**config.mk**
```make
export PLATFORM = sky130hd
export DESIGN_NAME = naneye_pixel_packer_flat
export DESIGN_NICKNAME = d
export VERILOG_FILES = /design/src/rtl/naneye_pixel_packer_if.sv /design/src/rtl/naneye_pixel_packer.sv /design/src/flat_wrapper.sv
export SDC_FILE = /design/constraint.sdc
export NUM_CORES = 1
export LEC_CHECK = 0
export BUFFER_PORTS_ARGS = -buffer_cell sky130_fd_sc_hd__clkbuf_2
export CAP_MARGIN = 5
export CORE_ASPECT_RATIO = 1.2
export CORE_UTILIZATION = 50
export DETAILED_ROUTE_END_ITERATION = 10
export GPL_TIMING_DRIVEN = 0
export PLACE_DENSITY = 0.65
export SLEW_MARGIN = 30
export SYNTH_ARGS = -nofsm -noshare
export SYNTH_HDL_FRONTEND = slang
export SYNTH_SLANG_ARGS = --single-unit
```
**constraint.sdc**
```tcl
create_clock -name CLOCK -period 4.2 [get_ports CLOCK]
set_input_delay 1.05 -clock CLOCK [delete_from_list [all_inputs] [get_ports CLOCK]]
set_output_delay 1.05 -clock CLOCK [all_outputs]
set_load 0.02 [all_outputs]
```
**src/rtl/naneye_pixel_packer_if.sv**
```systemverilog
// Packed word stream from the NanEye pixel packer to the host-interface writer.
//
// Handshake: the master holds OUT_VALID high while it has a head word and keeps
// OUT_DATA/OUT_SOF/OUT_EOL unchanged until that word is taken. A word is taken
// on every rising clock edge where OUT_VALID and OUT_READY are both high.
// OUT_READY may be asserted or withdrawn at any time and does not depend on
// OUT_VALID.
interface naneye_pixel_packer_if;
  logic [15:0] OUT_DATA;
  logic        OUT_SOF;
  logic        OUT_EOL;
  logic        OUT_VALID;
  logic        OUT_READY;

  modport master (
    output OUT_DATA,
    output OUT_SOF,
    output OUT_EOL,
    output OUT_VALID,
    input  OUT_READY
  );

  modport slave (
    input  OUT_DATA,
    input  OUT_SOF,
    input  OUT_EOL,
    input  OUT_VALID,
    output OUT_READY
  );
endinterface

```
**src/rtl/naneye_pixel_packer.sv**
```systemverilog
// Packs 10-bit NanEye pixels LSB-first into 16-bit words (8 pixels -> 5 words),
// tags start-of-frame / end-of-line, and buffers the words in a first-word-
// fall-through FIFO. Also tracks line length, word loss and frame count.
module naneye_pixel_packer #(
  parameter int D_WIDTH    = 10,
  parameter int C_COLUMNS  = 320,
  parameter int C_ROWS     = 320,
  parameter int FIFO_DEPTH = 64
) (
  input  logic                 CLOCK,
  input  logic                 RESET,
  input  logic                 FRAME_START,
  input  logic [D_WIDTH-1:0]   PIX_DATA,
  input  logic                 PIX_EN,
  input  logic                 LINE_END,
  naneye_pixel_packer_if.master stream,
  output logic                 OVERFLOW,
  output logic                 LINE_ERR,
  output logic [15:0]          FRAME_CNT,
  output logic [1:0]           state_dbg
);

  localparam int CW = $clog2(C_COLUMNS + 1);
  localparam int RW = $clog2(C_ROWS + 1);
  localparam int AW = $clog2(FIFO_DEPTH);

  typedef enum logic [1:0] {
    IDLE   = 2'd0,
    ACTIVE = 2'd1,
    DROP   = 2'd2
  } state_t;

  state_t state, state_nx;

  // Packing state: acc holds the n (0..15) not-yet-emitted bits.
  logic [15:0]   acc;
  logic [4:0]    n;
  logic [CW-1:0] col;
  logic [RW-1:0] row;
  logic          sof_pend;
  logic          flush_pend;

  // Last word of a line whose EOL flag is resolved in the flush cycle.
  logic          hold_vld;
  logic [15:0]   hold_data;

  // One-entry push stage in front of the FIFO.
  logic          push_vld;
  logic [15:0]   push_data;
  logic          push_sof;
  logic          push_eol;

  logic          overflow;
  logic          line_err;
  logic [15:0]   frame_cnt;

  // FIFO storage.
  logic [17:0]   mem [FIFO_DEPTH];
  logic [AW-1:0] wr_ptr;
  logic [AW-1:0] rd_ptr;
  logic [AW:0]   count;

  logic [25:0]   sum;
  logic [4:0]    n_sum;
  logic          word_done;
  logic          pix_take;
  logic          last_pix;
  logic          line_short;
  logic          do_flush;
  logic          fifo_valid;
  logic          fifo_full;
  logic          pop;
  logic          push_ok;
  logic          push_lost;
  logic [17:0]   head;

  assign sum        = 26'(acc) | (26'(PIX_DATA) << n);
  assign n_sum      = n + 5'd10;
  assign word_done  = (n_sum >= 5'd16);
  assign pix_take   = PIX_EN && (state == ACTIVE);
  assign last_pix   = (col == CW'(C_COLUMNS - 1));
  assign line_short = LINE_END && (state == ACTIVE) && (col != '0) && (col < CW'(C_COLUMNS));
  assign do_flush   = flush_pend && (state == ACTIVE);

  assign fifo_valid = (count != '0);
  assign fifo_full  = (count == (AW+1)'(FIFO_DEPTH));
  assign pop        = fifo_valid && stream.OUT_READY;
  assign push_ok    = push_vld && (!fifo_full || pop);
  assign push_lost  = push_vld && fifo_full && !pop;
  assign head       = mem[rd_ptr];

  // Outputs are forced to zero while the FIFO is empty so reset shows all zeros.
  assign stream.OUT_VALID = fifo_valid;
  assign stream.OUT_DATA  = fifo_valid ? head[15:0] : 16'd0;
  assign stream.OUT_EOL   = fifo_valid ? head[16]   : 1'b0;
  assign stream.OUT_SOF   = fifo_valid ? head[17]   : 1'b0;

  assign OVERFLOW  = overflow;
  assign LINE_ERR  = line_err;
  assign FRAME_CNT = frame_cnt;
  assign state_dbg = state;

  // State register.
  always_ff @(posedge CLOCK or negedge RESET) begin
    if (!RESET) state <= IDLE;
    else        state <= state_nx;
  end

  // Next state: FRAME_START wins, then word loss, then end of the last row.
  always_comb begin
    state_nx = state;
    if (FRAME_START) begin
      state_nx = ACTIVE;
    end else if (push_lost) begin
      state_nx = DROP;
    end else if (do_flush && (row == RW'(C_ROWS - 1))) begin
      state_nx = IDLE;
    end
  end

  // Packing, line flush, push stage and status registers.
  always_ff @(posedge CLOCK or negedge RESET) begin
    if (!RESET) begin
      acc        <= '0;
      n          <= '0;
      col        <= '0;
      row        <= '0;
      sof_pend   <= 1'b0;
      flush_pend <= 1'b0;
      hold_vld   <= 1'b0;
      hold_data  <= '0;
      push_vld   <= 1'b0;
      push_data  <= '0;
      push_sof   <= 1'b0;
      push_eol   <= 1'b0;
      overflow   <= 1'b0;
      line_err   <= 1'b0;
      frame_cnt  <= '0;
    end else if (FRAME_START) begin
      // Any partial word of the previous frame is dropped here.
      acc        <= '0;
      n          <= '0;
      col        <= '0;
      row        <= '0;
      sof_pend   <= 1'b1;
      flush_pend <= 1'b0;
      hold_vld   <= 1'b0;
      push_vld   <= 1'b0;
      overflow   <= 1'b0;
      line_err   <= 1'b0;
      frame_cnt  <= frame_cnt + 16'd1;
    end else begin
      push_vld <= 1'b0;
      if (push_lost) overflow <= 1'b1;

      if (line_short) begin
        line_err   <= 1'b1;
        flush_pend <= 1'b1;
      end

      if (pix_take) begin
        col <= col + CW'(1);
        if (last_pix) flush_pend <= 1'b1;
        if (word_done) begin
          acc <= {6'd0, sum[25:16]};
          n   <= n_sum - 5'd16;
          if (last_pix && (n_sum == 5'd16)) begin
            hold_vld  <= 1'b1;
            hold_data <= sum[15:0];
          end else begin
            push_vld  <= 1'b1;
            push_data <= sum[15:0];
            push_eol  <= 1'b0;
            push_sof  <= sof_pend;
            sof_pend  <= 1'b0;
          end
        end else begin
          acc <= sum[15:0];
          n   <= n_sum;
        end
      end

      if (do_flush) begin
        flush_pend <= 1'b0;
        hold_vld   <= 1'b0;
        acc        <= '0;
        n          <= '0;
        col        <= '0;
        row        <= row + RW'(1);
        if (hold_vld) begin
          push_vld  <= 1'b1;
          push_data <= hold_data;
          push_eol  <= 1'b1;
          push_sof  <= sof_pend;
          sof_pend  <= 1'b0;
        end else if (n != 5'd0) begin
          push_vld  <= 1'b1;
          push_data <= acc;
          push_eol  <= 1'b1;
          push_sof  <= sof_pend;
          sof_pend  <= 1'b0;
        end
      end
    end
  end

  // FIFO pointers and occupancy.
  always_ff @(posedge CLOCK or negedge RESET) begin
    if (!RESET) begin
      wr_ptr <= '0;
      rd_ptr <= '0;
      count  <= '0;
    end else begin
      if (push_ok) wr_ptr <= wr_ptr + AW'(1);
      if (pop)     rd_ptr <= rd_ptr + AW'(1);
      case ({push_ok, pop})
        2'b10:   count <= count + (AW+1)'(1);
        2'b01:   count <= count - (AW+1)'(1);
        default: count <= count;
      endcase
    end
  end

  // FIFO storage write; contents need no reset since they are gated by count.
  always_ff @(posedge CLOCK) begin
    if (push_ok) mem[wr_ptr] <= {push_sof, push_eol, push_data};
  end

endmodule

```
**src/flat_wrapper.sv**
```systemverilog
// flat-port wrapper written by rule: the top's interface ports become plain ports
module naneye_pixel_packer_flat 
#(
  parameter int D_WIDTH    = 10,
  parameter int C_COLUMNS  = 320,
  parameter int C_ROWS     = 320,
  parameter int FIFO_DEPTH = 64
)
  (CLOCK, RESET, FRAME_START, PIX_DATA, PIX_EN, LINE_END, OVERFLOW, LINE_ERR, FRAME_CNT, state_dbg, stream_OUT_DATA, stream_OUT_SOF, stream_OUT_EOL, stream_OUT_VALID, stream_OUT_READY);
  naneye_pixel_packer_if stream_i ();
  input  logic CLOCK;
  input  logic RESET;
  input  logic FRAME_START;
  input  logic [D_WIDTH-1:0] PIX_DATA;
  input  logic PIX_EN;
  input  logic LINE_END;
  output logic OVERFLOW;
  output logic LINE_ERR;
  output logic [15:0] FRAME_CNT;
  output logic [1:0] state_dbg;
  output wire logic [$bits(stream_i.OUT_DATA)-1:0] stream_OUT_DATA;
  output wire logic [$bits(stream_i.OUT_SOF)-1:0] stream_OUT_SOF;
  output wire logic [$bits(stream_i.OUT_EOL)-1:0] stream_OUT_EOL;
  output wire logic [$bits(stream_i.OUT_VALID)-1:0] stream_OUT_VALID;
  input wire logic [$bits(stream_i.OUT_READY)-1:0] stream_OUT_READY;
  assign stream_OUT_DATA = stream_i.OUT_DATA;
  assign stream_OUT_SOF = stream_i.OUT_SOF;
  assign stream_OUT_EOL = stream_i.OUT_EOL;
  assign stream_OUT_VALID = stream_i.OUT_VALID;
  assign stream_i.OUT_READY = stream_OUT_READY;
  naneye_pixel_packer #(.D_WIDTH(D_WIDTH), .C_COLUMNS(C_COLUMNS), .C_ROWS(C_ROWS), .FIFO_DEPTH(FIFO_DEPTH)) u_core (.CLOCK(CLOCK), .RESET(RESET), .FRAME_START(FRAME_START), .PIX_DATA(PIX_DATA), .PIX_EN(PIX_EN), .LINE_END(LINE_END), .stream(stream_i), .OVERFLOW(OVERFLOW), .LINE_ERR(LINE_ERR), .FRAME_CNT(FRAME_CNT), .state_dbg(state_dbg));
endmodule
```
==> results.sh, run 1 <==
export IMPL_status="complete, but fails checks"
export IMPL_violations="setup timing"
export IMPL_clockBufferDepth=3
export IMPL_place_area_um2=53900
export IMPL_period_share_pct=102
export IMPL_multiInputGateArea_um2=13900
export IMPL_dpl_hpwl_mm=99.7
export IMPL_place_ws_ns=-0.854
export IMPL_synth_xor_area_share_pct=0.767
export IMPL_clk_latency_ns=0.72
export IMPL_async_flop_share_pct=9.08
export IMPL_drv_cap=0
export IMPL_power_density_nw_per_um2=714
export IMPL_cp_max_fo=10
export IMPL_start_util_pct=50.3
export IMPL_antenna_left=0
export IMPL_criticalPathCategory="flip-flop to output port"
export IMPL_die_h_um=349
export IMPL_design_die_area_um2=102000
export IMPL_numPlacedInstances=4129
export IMPL_yosysWarnings=0
export IMPL_drive_above_1_share_pct=29.8
export IMPL_cp_common_cell="buf_8"
export IMPL_wl_per_cell_um=33.3
export IMPL_slew_limit_headroom_pct=28.0
export IMPL_first_pass_iters=5
export IMPL_fmax_mhz=233
export IMPL_fin_area_um2=60300
export IMPL_seq_area_um2=37500
export IMPL_final_cells=4357
export IMPL_synth_top_area_share_pct=68.9
export IMPL_rsz0062_at_grt="yes"
export IMPL_drc=0
export IMPL_ir_drop_uv=414
export IMPL_core_um2=99800
export IMPL_syn_num_nets=2758
export IMPL_muxShareOfSynthArea_pct=13.6
export IMPL_grt_max_degree=81
export IMPL_critPathSlowestCell="dfrtp_2"
export IMPL_cts_tree="built"
export IMPL_globalplace_congestion=0.977
export IMPL_setup_ws_ns=-0.0965
export IMPL_p_leak_nw=19.9
export IMPL_endpoint_kind="output port"
export IMPL_first_global_vias=27900
export IMPL_clock_sinks=1267
export IMPL_fillerInstances=6995
export IMPL_cp_data_arrival_time_ns=3.25
export IMPL_min_period_ns=4.30
export IMPL_vias=27900
export IMPL_synth_edff_count=1152
export IMPL_synth_cell_types=66
export IMPL_die_w_um=291
export IMPL_antenna_found_initial=2
export IMPL_ys_top_cells_by_count="edfxtp_1 (1152), mux2i_1 (257), mux4_2 (180)"
export IMPL_synth_largest_area_cell="edfxtp_1"
export IMPL_postCtsHoldBufs=0
export IMPL_synth_most_common_cell="edfxtp_1"
export IMPL_area_growth_pct=20.1
export IMPL_required_ns=3.15
export IMPL_rows=127
export IMPL_finalSetupTns_ns=-0.951
export IMPL_startpoint_type="flip-flop"
export IMPL_fin_nets=2988
export IMPL_io_pins=55
export IMPL_ys_top_cells_by_area="edfxtp_1 (69%), mux4_2 (8.1%), dfrtp_1 (5.7%), mux2i_1 (5.1%), a21oi_1 (1.1%)"
export IMPL_max_stage_delay_ns=0.47
export IMPL_p_total_mw=43.1
export IMPL_syn_avg_cell_area_um2=18.4
export IMPL_grt_pass1_wl_mm=205
export IMPL_cp_top_family="compound AO/OA/AOI/OAI gates"
export IMPL_vias_per_cell=6.41
export IMPL_worstPathCellList="buf_12 -> buf_8 -> buf_8 -> mux2i_2 -> o22ai_1 -> a211oi_2 -> a21oi_1 -> a22o_1 -> clkbuf_2"
export IMPL_cts_inserted_buffers=119
export IMPL_h_tree_depth=3
export IMPL_synth_top_family_by_area="multiplexers"
export IMPL_ys_seq_area_share_pct=74.6
export IMPL_path_buf_inv=4
export IMPL_hold_viol=0
export IMPL_report_final_slew_viol_count=0
export IMPL_synth_compound_area_share_pct=6.17
export IMPL_synth_seq_cells=1267
export IMPL_fin_skew_ns=0.0306
export IMPL_drt_total_wl_mm=145
export IMPL_synthAdderAreaFrac_pct=0.199
export IMPL_yosys_area_share_simple_pct=3.02
export IMPL_clkTransAtPathRegs_ns=0.06
export IMPL_hp_class="primary input to async pin"
export IMPL_port_buffer_count=54
export IMPL_netlist_area_um2=50200
export IMPL_root_buffer="clkbuf_16"
export IMPL_synth_main_ff_cell="edfxtp_1"
export IMPL_globalRouteTotalUtil_pct=28.6
export IMPL_synth_cells=2734
export IMPL_grt_overflow_total=0
export IMPL_setup_violations=17
export IMPL_tightest_slew_ns=1.08
export IMPL_drtIter0Drc=3381
registers in the layout, indices dropped and copies added, names as in the netlist, 2 cells and up:
register / count
u_core.mem: 1152
u_core.row: 9
u_core.wr_ptr: 6
u_core.acc: 16
u_core.rd_ptr: 6
u_core.state_dbg: 2
u_core.n: 4
u_core.push_data: 16
u_core.col: 9
u_core.hold_data: 16
u_core.count: 7
u_core.FRAME_CNT: 16
cell usage in the layout, fill, tap and decap left out, drive strengths merged, types with 37 or more instances in the layout:
cell / netlist / routed
clkbuf: 90 / 268
o21ai: 101 / 101
a21oi: 108 / 108
mux4: 180 / 180
edfxtp: 1152 / 1152
nand2: 82 / 82
mux2i: 257 / 257
dfrtp: 115 / 115
o22ai: 41 / 41
clkinv: 0 / 46
o221ai: 37 / 37
buf: 77 / 147
nor2: 107 / 107
power by group:
part,internal (mW),total [mW],switching (mW)
Sequential,15.4,16.4,1.03
Combinational,5.69,15.3,9.61
Clock,6.60,11.4,4.75
Total,27.7,43.1,15.4
what timing repair did:
| item | 4_1_cts | 5_1_grt |
|---|---|---|
| setup buffers | 6 | 4 |
| endpoints found under the setup margin | 18 | 18 |
| pin swaps | 30 | 25 |
| resized for setup | 471 | 105 |
layout make-up:
| type | instances | share of cell area, % |
|---|---|---|
| flip-flops and latches | 1267 | 62.2 |
| repair buffers | 116 | 2.70 |
| clock inverters | 84 | 1.67 |
| plain buffers | 160 | 2.44 |
| multi-input cells | 1285 | 23.0 |
| clock buffers | 139 | 5.16 |
| diodes | 1 | 0.00415 |
| well taps | 1290 | 2.68 |
| inverters | 15 | 0.0975 |
routing by layer:
layer  global-route usage [%]  wire length (um)  part of all wire, %
met5                        0                 0                    0
met4                     12.2              6600                  4.5
met1                     37.3             55100                   38
met3                     4.08             10600                  7.3
met2                     48.3             72900                   50
final timing paths:
check                                      from                    to  slack [ns]  depth (start not counted)
max                            u_core.rd_ptr[0]    stream_OUT_DATA[6]        -0.1                          9
min reg2reg                u_core.FRAME_CNT[15]  u_core.FRAME_CNT[15]        0.48                          1
min                                       RESET       u_core.count[6]        0.26                          1
min in group CLOCK         u_core.FRAME_CNT[15]  u_core.FRAME_CNT[15]        0.48                          1
max in group asynchronous                 RESET   u_core.push_data[8]        3.18                          2
max reg2reg                     u_core.count[2]     u_core.mem[32][6]        0.67                          7
kinds of logic after synthesis:
group,count (synthesis)
AOI/OAI and AO/OA,458
xor gates and xnor gates,44
adders and majority gates,8
buffers and inverters,182
DFF,1267
muxes,457
and+or+nand+nor,318
per-stage QoR:
step | utilization, % | hold slack (ns)
6_report | 60.4 | 0.260
3_3_place_gp | 52.2 | 0.460
5_1_grt | 60.4 | 0.263
2_1_floorplan | - | 0.443
3_5_place_dp | 54.0 | 0.458
4_1_cts | 60.0 | 0.239
Note: power is estimated with default switching activity, not from simulation.
==> run 2: changes to the inputs <==
Settings changed: MAX_ROUTING_LAYER from default to met4.
==> results.sh, run 2 (synthesis results as in run 1) <==
export IMPL_status="complete, but fails checks"
export IMPL_violations="setup timing"
export IMPL_layout_common_cells="edfxtp_1 (1152), mux2i_1 (200), mux4_2 (180), clkbuf_16 (127), dfrtp_1 (95)"
export IMPL_fin_skew_ns=0.0235
export IMPL_area_growth_pct=21.7
export IMPL_numPlacedInstances=4127
export IMPL_mostFrequentLayoutCell="edfxtp_1"
export IMPL_cts_tree="built"
export IMPL_setup_ws_ns=-0.128
export IMPL_regToRegSetupSlack_ns=0.71
export IMPL_port_buffer_count=54
export IMPL_power_density_nw_per_um2=719
export IMPL_holdWs_ns=0.306
export IMPL_clkTransAtPathRegs_ns=0.06
export IMPL_vias_per_cell=6.47
export IMPL_die_h_um=349
export IMPL_grt_overflow_total=0
export IMPL_grt_pass1_wl_mm=206
export IMPL_wl_per_cell_um=33.8
export IMPL_endpoint_kind="output port"
export IMPL_hold_viol=0
export IMPL_critPathSlowestCell="dfrtp_2"
export IMPL_die_w_um=291
export IMPL_multiInputGateArea_um2=14300
export IMPL_first_global_vias=27800
export IMPL_start_util_pct=50.3
export IMPL_setup_violations=18
export IMPL_seq_area_um2=37500
export IMPL_cts_inserted_buffers=119
export IMPL_largest_register="u_core.mem"
export IMPL_slew_limit_headroom_pct=28.0
export IMPL_drc=0
export IMPL_h_tree_depth=3
export IMPL_report_final_slew_viol_count=0
export IMPL_drtIter0Drc=3402
export IMPL_antenna_left=0
export IMPL_rsz0062_at_grt="yes"
export IMPL_antenna_found_initial=2
export IMPL_core_um2=99800
export IMPL_hp_class="primary input to async pin"
export IMPL_globalplace_congestion=0.991
export IMPL_drt_total_wl_mm=148
export IMPL_clockBufferDepth=3
export IMPL_dpl_hpwl_mm=100
export IMPL_cp_max_fo=10
export IMPL_drv_cap=0
export IMPL_worstPathCellList="buf_12 -> buf_12 -> buf_16 -> buf_16 -> mux2i_2 -> o22ai_2 -> a211oi_4 -> o21ai_0 -> a22o_1 -> clkbuf_2"
export IMPL_fin_nets=3019
export IMPL_p_leak_nw=20.2
export IMPL_design_die_area_um2=102000
export IMPL_first_pass_iters=5
export IMPL_root_buffer="clkbuf_16"
export IMPL_grt_max_degree=71
export IMPL_fillerInstances=6990
export IMPL_io_pins=55
export IMPL_rows=127
export IMPL_vias=28400
export IMPL_drive_above_1_share_pct=31.5
export IMPL_startpoint_type="flip-flop"
export IMPL_tightest_slew_ns=1.08
export IMPL_clk_latency_ns=0.72
export IMPL_fmax_mhz=231
export IMPL_period_share_pct=103
export IMPL_max_stage_delay_ns=0.44
export IMPL_largest_reg_flops=1152
export IMPL_cp_data_arrival_time_ns=3.28
export IMPL_final_cells=4387
export IMPL_min_period_ns=4.33
export IMPL_criticalPathCategory="flip-flop to output port"
export IMPL_clock_sinks=1267
export IMPL_required_ns=3.15
export IMPL_ir_drop_uv=467
export IMPL_globalRouteTotalUtil_pct=29.8
[run 2: worst max-delay path, delay by kind of cell (launching register included)]
family                 cells  cell delay [ns]
AOI/OAI and AO/OA          4             1.04
buffers and inverters      5             0.82
DFF                        1             0.44
muxes                      1             0.23
[run 2: cell type report]
cell class,count,share of cell area (%)
Clock inverter,78,1.36
Buffer,160,2.68
Inverter,15,0.0962
Tap cell,1290,2.64
Antenna cell,1,0.00410
Multi-Input combinational cell,1285,23.3
Sequential cell,1267,61.4
Clock buffer,144,5.16
Timing Repair Buffer,147,3.28
[run 2: report_power, final]
group,switching [mW],total (mW),internal [mW]
Combinational,10.1,16.6,6.46
Clock,4.68,11.0,6.27
Sequential,1.05,16.4,15.4
[run 2: final timing paths]
check                                       from                    to  depth (start not counted)
max in group asynchronous                  RESET   u_core.push_data[7]                          2
worst min register to register     u_core.acc[7]         u_core.acc[7]                          2
worst min-delay path                       RESET  u_core.FRAME_CNT[10]                          1
worst max-delay path            u_core.rd_ptr[0]        stream_OUT_EOL                         10
worst max register to register   u_core.count[2]     u_core.mem[33][5]                          7
min in group CLOCK                 u_core.acc[7]         u_core.acc[7]                          2
[run 2: timing repair]
item	CTS	global route
setup endpoints to repair	18	18
cloned	1	6
pin swaps	42	39
endpoints found under the hold margin	0	0
hold buffers	0	0
buffers inserted	11	26
gates resized for setup	530	158
[run 2: through the flow]
| step | TNS [ns] | worst slack (ns) | utilization (%) | cell area, um2 | power, mW |
|---|---|---|---|---|---|
| 3_3_place_gp | -34.22 | -1.02 | 52.2 | 52100 | 28.6 |
| 6_report | -1.04 | -0.128 | 61.2 | 61100 | 44.0 |
| 5_1_grt | -1.34 | -0.134 | 61.2 | 61100 | 44.8 |
| 4_1_cts | -0.556 | -0.0833 | 60.1 | 60000 | 42.5 |
| 2_1_floorplan | 0 | 0.988 | - | 50200 | 23.0 |
| 3_5_place_dp | -9.77 | -0.853 | 54.0 | 53900 | 29.1 |
[run 2: routing by layer]
metal | vias up | GRT usage [%] | wire, um
met5 | - | - | 0
met1 | 15000 | 37.5 | 55800
li1 | 11600 | - | -
met2 | 1453 | 48.6 | 73800
met3 | 321 | 3.81 | 11000
met4 | 0 | 13.3 | 7770
